===== src/rtl/conv_pkg.sv =====
// rtl/conv_pkg.sv - shared types and constants for the conv3x3 MAC stage
// Purpose: FSM state encoding, default geometry of the MAC datapath and
//          the signed 16-bit saturation bounds applied to the result.
// Ports:   none (package)
package conv_pkg;

  localparam int NUM_TAPS  = 9;
  localparam int ADDR_W    = 4;
  localparam int DATA_W    = 16;
  localparam int FRAC_BITS = 8;
  localparam int ACC_W     = 36;

  localparam int SAT_MAX   = 32767;
  localparam int SAT_MIN   = -32768;

  typedef enum logic [1:0] {
    ST_IDLE   = 2'd0,
    ST_RUN    = 2'd1,
    ST_DRAIN  = 2'd2,
    ST_FINISH = 2'd3
  } state_t;

endpackage


===== src/rtl/conv_weight_regs.sv =====
// rtl/conv_weight_regs.sv - NUM_TAPS x DATA_W signed weight register file
// Purpose: holds the Q8.8 kernel weights; writes are only accepted while
//          the MAC is idle and the index is inside the kernel.
// Ports:   i_clk, i_rst    clock, async active-high reset (clears weights)
//          i_wen, i_busy   write enable, MAC busy (blocks writes)
//          i_waddr/i_wdata write index and weight
//          i_raddr/o_rdata combinational read, indexed by the tap counter
module conv_weight_regs #(
  parameter int NUM_TAPS = 9,
  parameter int ADDR_W   = 4,
  parameter int DATA_W   = 16
) (
  input  logic              i_clk,
  input  logic              i_rst,
  input  logic              i_wen,
  input  logic              i_busy,
  input  logic [ADDR_W-1:0] i_waddr,
  input  logic [DATA_W-1:0] i_wdata,
  input  logic [ADDR_W-1:0] i_raddr,
  output logic [DATA_W-1:0] o_rdata
);

  localparam logic [ADDR_W-1:0] DEPTH = ADDR_W'(NUM_TAPS);

  logic [DATA_W-1:0] r_w [NUM_TAPS];
  logic              w_wr;

  assign w_wr = i_wen && !i_busy && (i_waddr < DEPTH);

  always_ff @(posedge i_clk or posedge i_rst) begin
    if (i_rst) begin
      for (int i = 0; i < NUM_TAPS; i++) begin
        r_w[i] <= '0;
      end
    end else if (w_wr) begin
      r_w[i_waddr] <= i_wdata;
    end
  end

  assign o_rdata = (i_raddr < DEPTH) ? r_w[i_raddr] : '0;

endmodule


===== src/rtl/conv3x3_mac.sv =====
// rtl/conv3x3_mac.sv - sequential 3x3 multiply-accumulate with saturation/ReLU
// Purpose: on start, walks image RAM addresses 0..NUM_TAPS-1, multiplies each
//          pixel by its stored weight, accumulates, rescales by FRAC_BITS,
//          saturates to 16 bits, optionally applies ReLU and pulses done.
// Ports:   clk, rst              clock, async active-high reset
//          start, relu_en        launch a window; ReLU select latched at launch
//          img_raddr, img_rdata  image RAM address (registered) / async data
//          w_wen/w_waddr/w_wdata weight write port (ignored while busy)
//          busy                  state != IDLE
//          done                  one-cycle pulse, result/ovf valid
//          result, ovf           signed Q8.8 result and saturation flag, held
module conv3x3_mac #(
  parameter int NUM_TAPS  = conv_pkg::NUM_TAPS,
  parameter int ADDR_W    = conv_pkg::ADDR_W,
  parameter int DATA_W    = conv_pkg::DATA_W,
  parameter int FRAC_BITS = conv_pkg::FRAC_BITS,
  parameter int ACC_W     = conv_pkg::ACC_W
) (
  input  logic              clk,
  input  logic              rst,
  input  logic              start,
  input  logic              relu_en,
  output logic [ADDR_W-1:0] img_raddr,
  input  logic [DATA_W-1:0] img_rdata,
  input  logic              w_wen,
  input  logic [ADDR_W-1:0] w_waddr,
  input  logic [DATA_W-1:0] w_wdata,
  output logic              busy,
  output logic              done,
  output logic [DATA_W-1:0] result,
  output logic              ovf
);

  import conv_pkg::*;

  localparam int PW = 2 * DATA_W;
  localparam int SW = ACC_W - FRAC_BITS;
  localparam logic [ADDR_W-1:0]    LAST_TAP = ADDR_W'(NUM_TAPS - 1);
  localparam logic signed [SW-1:0] S_MAX    = SW'(SAT_MAX);
  localparam logic signed [SW-1:0] S_MIN    = SW'(SAT_MIN);
  localparam logic [DATA_W-1:0]    RES_MAX  = DATA_W'(SAT_MAX);
  localparam logic [DATA_W-1:0]    RES_MIN  = DATA_W'(SAT_MIN);

  state_t                  r_state;
  state_t                  w_next;
  logic [ADDR_W-1:0]       r_tap;
  logic signed [PW-1:0]    r_prod;
  logic                    r_prod_vld;
  logic signed [ACC_W-1:0] r_acc;
  logic                    r_relu;
  logic [DATA_W-1:0]       r_result;
  logic                    r_ovf;
  logic                    r_done;

  logic                    w_busy;
  logic                    w_run;
  logic                    w_finish;
  logic                    w_launch;
  logic                    w_last;
  logic [DATA_W-1:0]       w_weight;
  logic signed [PW-1:0]    w_pix_ext;
  logic signed [PW-1:0]    w_wgt_ext;
  logic signed [PW-1:0]    w_prod;
  logic signed [ACC_W-1:0] w_prod_ext;
  logic signed [SW-1:0]    w_shift;
  logic [DATA_W-1:0]       w_sat;
  logic                    w_ovf;
  logic [DATA_W-1:0]       w_result;

  conv_weight_regs #(
    .NUM_TAPS (NUM_TAPS),
    .ADDR_W   (ADDR_W),
    .DATA_W   (DATA_W)
  ) u_weights (
    .i_clk   (clk),
    .i_rst   (rst),
    .i_wen   (w_wen),
    .i_busy  (w_busy),
    .i_waddr (w_waddr),
    .i_wdata (w_wdata),
    .i_raddr (r_tap),
    .o_rdata (w_weight)
  );

  // FSM: state register
  always_ff @(posedge clk or posedge rst) begin
    if (rst) begin
      r_state <= ST_IDLE;
    end else begin
      r_state <= w_next;
    end
  end

  // FSM: next state
  always_comb begin
    w_next = r_state;
    case (r_state)
      ST_IDLE:   if (start) w_next = ST_RUN;
      ST_RUN:    if (w_last) w_next = ST_DRAIN;
      ST_DRAIN:  w_next = ST_FINISH;
      ST_FINISH: w_next = ST_IDLE;
      default:   w_next = ST_IDLE;
    endcase
  end

  // FSM: outputs
  always_comb begin
    w_busy   = (r_state != ST_IDLE);
    w_run    = (r_state == ST_RUN);
    w_finish = (r_state == ST_FINISH);
    w_launch = (r_state == ST_IDLE) && start;
  end

  assign w_last = (r_tap == LAST_TAP);

  // Operands are sign-extended to the product width so the multiply is done
  // at full width; the low PW bits are the exact signed product.
  assign w_pix_ext  = {{DATA_W{img_rdata[DATA_W-1]}}, img_rdata};
  assign w_wgt_ext  = {{DATA_W{w_weight[DATA_W-1]}}, w_weight};
  assign w_prod     = w_pix_ext * w_wgt_ext;
  assign w_prod_ext = {{(ACC_W-PW){r_prod[PW-1]}}, r_prod};

  // Dropping the low FRAC_BITS bits of a two's complement value is the
  // arithmetic shift with truncation toward -inf.
  assign w_shift = r_acc[ACC_W-1:FRAC_BITS];

  always_comb begin
    w_sat = w_shift[DATA_W-1:0];
    w_ovf = 1'b0;
    if (w_shift > S_MAX) begin
      w_sat = RES_MAX;
      w_ovf = 1'b1;
    end else if (w_shift < S_MIN) begin
      w_sat = RES_MIN;
      w_ovf = 1'b1;
    end
    w_result = (r_relu && w_sat[DATA_W-1]) ? '0 : w_sat;
  end

  // Datapath: the product register lags the tap counter by one cycle, so the
  // last product is absorbed into the accumulator during DRAIN.
  always_ff @(posedge clk or posedge rst) begin
    if (rst) begin
      r_tap      <= '0;
      r_prod     <= '0;
      r_prod_vld <= 1'b0;
      r_acc      <= '0;
      r_relu     <= 1'b0;
      r_result   <= '0;
      r_ovf      <= 1'b0;
      r_done     <= 1'b0;
    end else begin
      r_done     <= 1'b0;
      r_prod_vld <= w_run;
      if (w_run) begin
        r_prod <= w_prod;
      end
      if (w_launch) begin
        r_tap  <= '0;
        r_acc  <= '0;
        r_relu <= relu_en;
      end else begin
        if (w_run) begin
          r_tap <= w_last ? '0 : r_tap + 1'b1;
        end
        if (r_prod_vld) begin
          r_acc <= r_acc + w_prod_ext;
        end
      end
      if (w_finish) begin
        r_done   <= 1'b1;
        r_result <= w_result;
        r_ovf    <= w_ovf;
      end
    end
  end

  assign img_raddr = r_tap;
  assign busy      = w_busy;
  assign done      = r_done;
  assign result    = r_result;
  assign ovf       = r_ovf;

endmodule


===== config.mk =====
export PLATFORM = sky130hd
export DESIGN_NAME = conv3x3_mac
export DESIGN_NICKNAME = d
export VERILOG_FILES = /design/src/rtl/conv_pkg.sv /design/src/rtl/conv_weight_regs.sv /design/src/rtl/conv3x3_mac.sv
export SDC_FILE = /design/constraint.sdc
export NUM_CORES = 1
export LEC_CHECK = 0
export CORE_AREA = 2 2 205 207
export DETAILED_ROUTE_END_ITERATION = 12
export DIE_AREA = 0 0 207 209
export PLACE_DENSITY = 0.72
export RECOVER_POWER = 50
export SKIP_LAST_GASP = 1
export SLEW_MARGIN = 20
export SYNTH_ARGS = -nofsm -noshare
export SYNTH_HDL_FRONTEND = slang
export SYNTH_HIERARCHICAL = 1
export SYNTH_SLANG_ARGS = --single-unit
export TNS_END_PERCENT = 20

===== constraint.sdc =====
create_clock -name clk -period 9.2 [get_ports clk]
set_input_delay 0.92 -clock clk [delete_from_list [all_inputs] [get_ports clk]]
set_output_delay 0.92 -clock clk [all_outputs]
set_load 0.02 [all_outputs]

==> results.md, run 1 <==
* Final worst setup slack at 0.876 ns
* Post-route insts no fill at 2762
* Post-Syn Nets at 2602
* Vias in the first global route at 17118
* Critical-path cell list: buf_12, mux2i_1, a22o_1, o31ai_4, nand2_1, fa_1, inv_1, fa_1, fa_1, fa_1, fa_1, inv_1, fa_1, inv_1, ha_1, and2_1, a2111o_1, o211ai_1, and3_1, nor4_1, or3_1, xor2_1, mux2_2
* Top cell type's share of synthesized area at 0.267
* First-pass GRT wire length at 87400 µm
* WL/cell at 18.7 µm
* Seq. cell area at 5960 µm²
* Fin crit share at 0.905
* Die Ht at 209 µm
* Post-Synth Adder-Cell Area at 0.306
* Io pins at 64
* Port buffer count at 63
* Post-CTS repair timing setup buffer count at 0
* Hold Path Class: flip-flop to flip-flop
* Drt drc at 0
* Worst path required time at 9.64 ns
* Multi-input gate area at 14600 µm²
* Post-Synth Simple-Gate Area at 0.118
* Max Clk Rate at 120 MHz
* Reg-to-reg endpoint: r_prod[29]
* Synth Warn # at 6
* Routed WL at 51700 µm
* Post-synthesis register bit count at 238
* Post-Synth XOR/XNOR Area at 0.0204
* Final setup vio count at 0
* Worst endpoint data arrival time at 8.77 ns
* Hold_ws at 0.490 ns
* Clock latency on the worst-skew pair at 0.56 ns
* CP bufs+invs at 4
* R2R depth at 23
* TritonCTS sink count at 238
* Initial Util at 0.540
* R2R Setup Slk at 0.88 ns
* Root Buffer: clkbuf_16
* PostCTS Resize Cnt at 0
* Slew Viols, Final at 262
* Delay-heaviest family, CP: adder cells
* H-tree lvl count at 1
* Area of the die at 43300 µm²
* Final net count at 2634
* Placement Setup Slack at 0.828 ns
* Placed instance count at 2717
* Outcome: finished with violations
* Dpl hpwl at 38600 µm
* Main combinational cell family by area after synthesis: adder cells
* Pin count of the biggest net entering global routing at 78
* Post-synthesis cell type count at 78
* Filler cell count in the final layout at 3504
* Mapped Cells at 2174
* Global router's overall resource usage at 0.249
* Crit-path most repeated cell: fa_1
* Number of synthesized flops with an enable pin at 0
* Avg Cell Area, Syn at 10.3 µm²
* First DRT Iteration DRCs at 945
* Hold EP: ovf
* Largest stage delay on the critical path at 0.84 ns
* Area growth syn-to-layout at 9.11%
* Synth Area in Compound Gates at 0.0859
* Hold path cells at 1
* Max cap viols at 5
* Clock skew at 0.0326 ns
* Die W at 207 µm
* Worst path depth at 23
* Final GP Congestion at 0.893
* Hold path startpoint: ovf
* Gr ovfl total at 0
* Syn Std Cell Area at 22300 µm²
* TritonCTS clock tree: done
* Worst Max-Slew Pin Slew at 3.32 ns
* CTS buffer count at 26
* Synth Flop Type: dfrtp_1
* Mux share of post-synthesis cell area at 0.123
* Area of the core at 41300 µm²
* Worst Path Max Fanout at 39
* Share of cells above drive strength 1 at 0.120
* Post-route ant nets at 0
* CTS Buffer Depth at 3
* Post-CTS Hold Buffers at 0
* Commonest non-fill, non-tap cell in the layout: inv_1
* Crit path kind: flip-flop to flip-flop
* Part of the Yosys area used for sequential elements at 0.267
* Worst Setup End Kind: flip-flop
* CTS clk-pin slew, worst paths at 0.06 ns
* Final setup TNS at 0 ns
* Average vias per placed instance at 5.66
* Failing checks: max-capacitance violations, max-slew violations
* Yosys top cell by area: dfrtp_1
* Slew margin rel. at -1.22
* R2R Path Start: img_raddr[0]
* Final Hold Vio Count at 0
* Slowest CP cell: o31ai_4
* Via count at 15638
* Antenna violations before repair at 0
* Period minus WS final at 8.32 ns
* Drt first pass iters at 7
* Synth top area cells: dfrtp_1, fa_1, mux2_2, ha_1, inv_1
* RSZ-0062 raised after global routing: no
* Startpoint Class: flip-flop
* Most frequent cells in the layout: inv_1, fa_1, dfrtp_1
* Row count at 75
* Diode count at 0
* Async SR Flop Fraction at 1.00
==> area by class of cell <==
type                    instances  share of cell area
flip-flops and latches        238               0.245
repair buffers                 90              0.0345
multi-input cells            1483               0.601
inverters                     367              0.0567
clock inverters                10             0.00525
clock buffers                  35              0.0294
well taps                     539              0.0277
==> metal layers <==
layer,up-vias,global-route usage,share of wire
li1,7151,-,-
met1,8022,0.315,0.41
met2,365,0.444,0.51
met3,100,0.0382,0.052
met4,0,0.0744,0.030
met5,-,0,0
==> kinds of logic after synthesis <==
kind of cell / count (synthesis)
AO/OA/AOI/OAI: 277
XOR/XNOR: 52
adder cells (fa/ha/maj): 387
buffers and inverters: 453
flip-flops: 238
multiplexers: 248
AND/OR/NAND/NOR: 519
==> synthesized netlist by cell type (6+ instances only) <==
cell type / count
a211oi_1: 10
a21o_1: 31
a21oi_1: 60
a22o_1: 25
a31oi_1: 8
and2_1: 131
and3_1: 6
buf_1: 6
buf_2: 7
buf_4: 9
clkbuf_1: 60
dfrtp_1: 238
fa_1: 263
ha_1: 124
inv_1: 367
mux2_2: 165
mux2i_1: 79
nand2_1: 181
nand2b_1: 15
nand3_1: 16
nand4_1: 8
nor2_1: 94
nor2b_1: 16
nor3_1: 11
o211ai_1: 11
o21a_1: 8
o21ai_0: 42
o21bai_1: 6
o22ai_1: 18
o31ai_1: 14
or3_1: 6
xnor2_1: 33
xor2_1: 19
==> sequential cells by signal, summed over array words and instances (netlist names) <==
register	flops
r_relu	1
u_weights/r_w	144
r_state	2
r_prod_vld	1
img_raddr	4
result	16
r_acc	36
r_prod	32
ovf	1
done	1
==> through the flow <==
| stage | area [µm²] | util |
|---|---|---|
| after floorplan | 22300 | - |
| after global placement | 23500 | 0.569 |
| after CTS | 24400 | 0.590 |
| final | 24300 | 0.589 |
| after global routing | 24300 | 0.589 |
| after detailed placement | 23500 | 0.570 |
==> how the worst max path moves through the flow <==
| stage | from | end | slack, ns |
|---|---|---|---|
| floorplan | img_raddr[2] | r_prod[24] | 1.40 |
| global placement | img_raddr[1] | r_prod[29] | 0.80 |
| detailed placement | img_raddr[1] | r_prod[24] | 0.83 |
| CTS | img_raddr[1] | r_prod[24] | 0.81 |
| global route | img_raddr[1] | r_prod[29] | 0.53 |
| finish | img_raddr[0] | r_prod[29] | 0.88 |
Power of run 1 is left out: the tool's default activity adds up to more than one toggle a clock period on the data nets, which glitch-free logic cannot reach.
==> inputs of run 2 (changes only) <==
--- a/config.mk
+++ b/config.mk
@@ -10,7 +10,6 @@
 export DIE_AREA = 0 0 207 209
 export PLACE_DENSITY = 0.72
 export RECOVER_POWER = 50
-export SKIP_LAST_GASP = 1
 export SLEW_MARGIN = 20
 export SYNTH_ARGS = -nofsm -noshare
 export SYNTH_HDL_FRONTEND = slang
==> results of run 2 <==
The final DEF is identical to that of run 1; final timing and power are the same.
Power of run 2 is left out for the same reason.
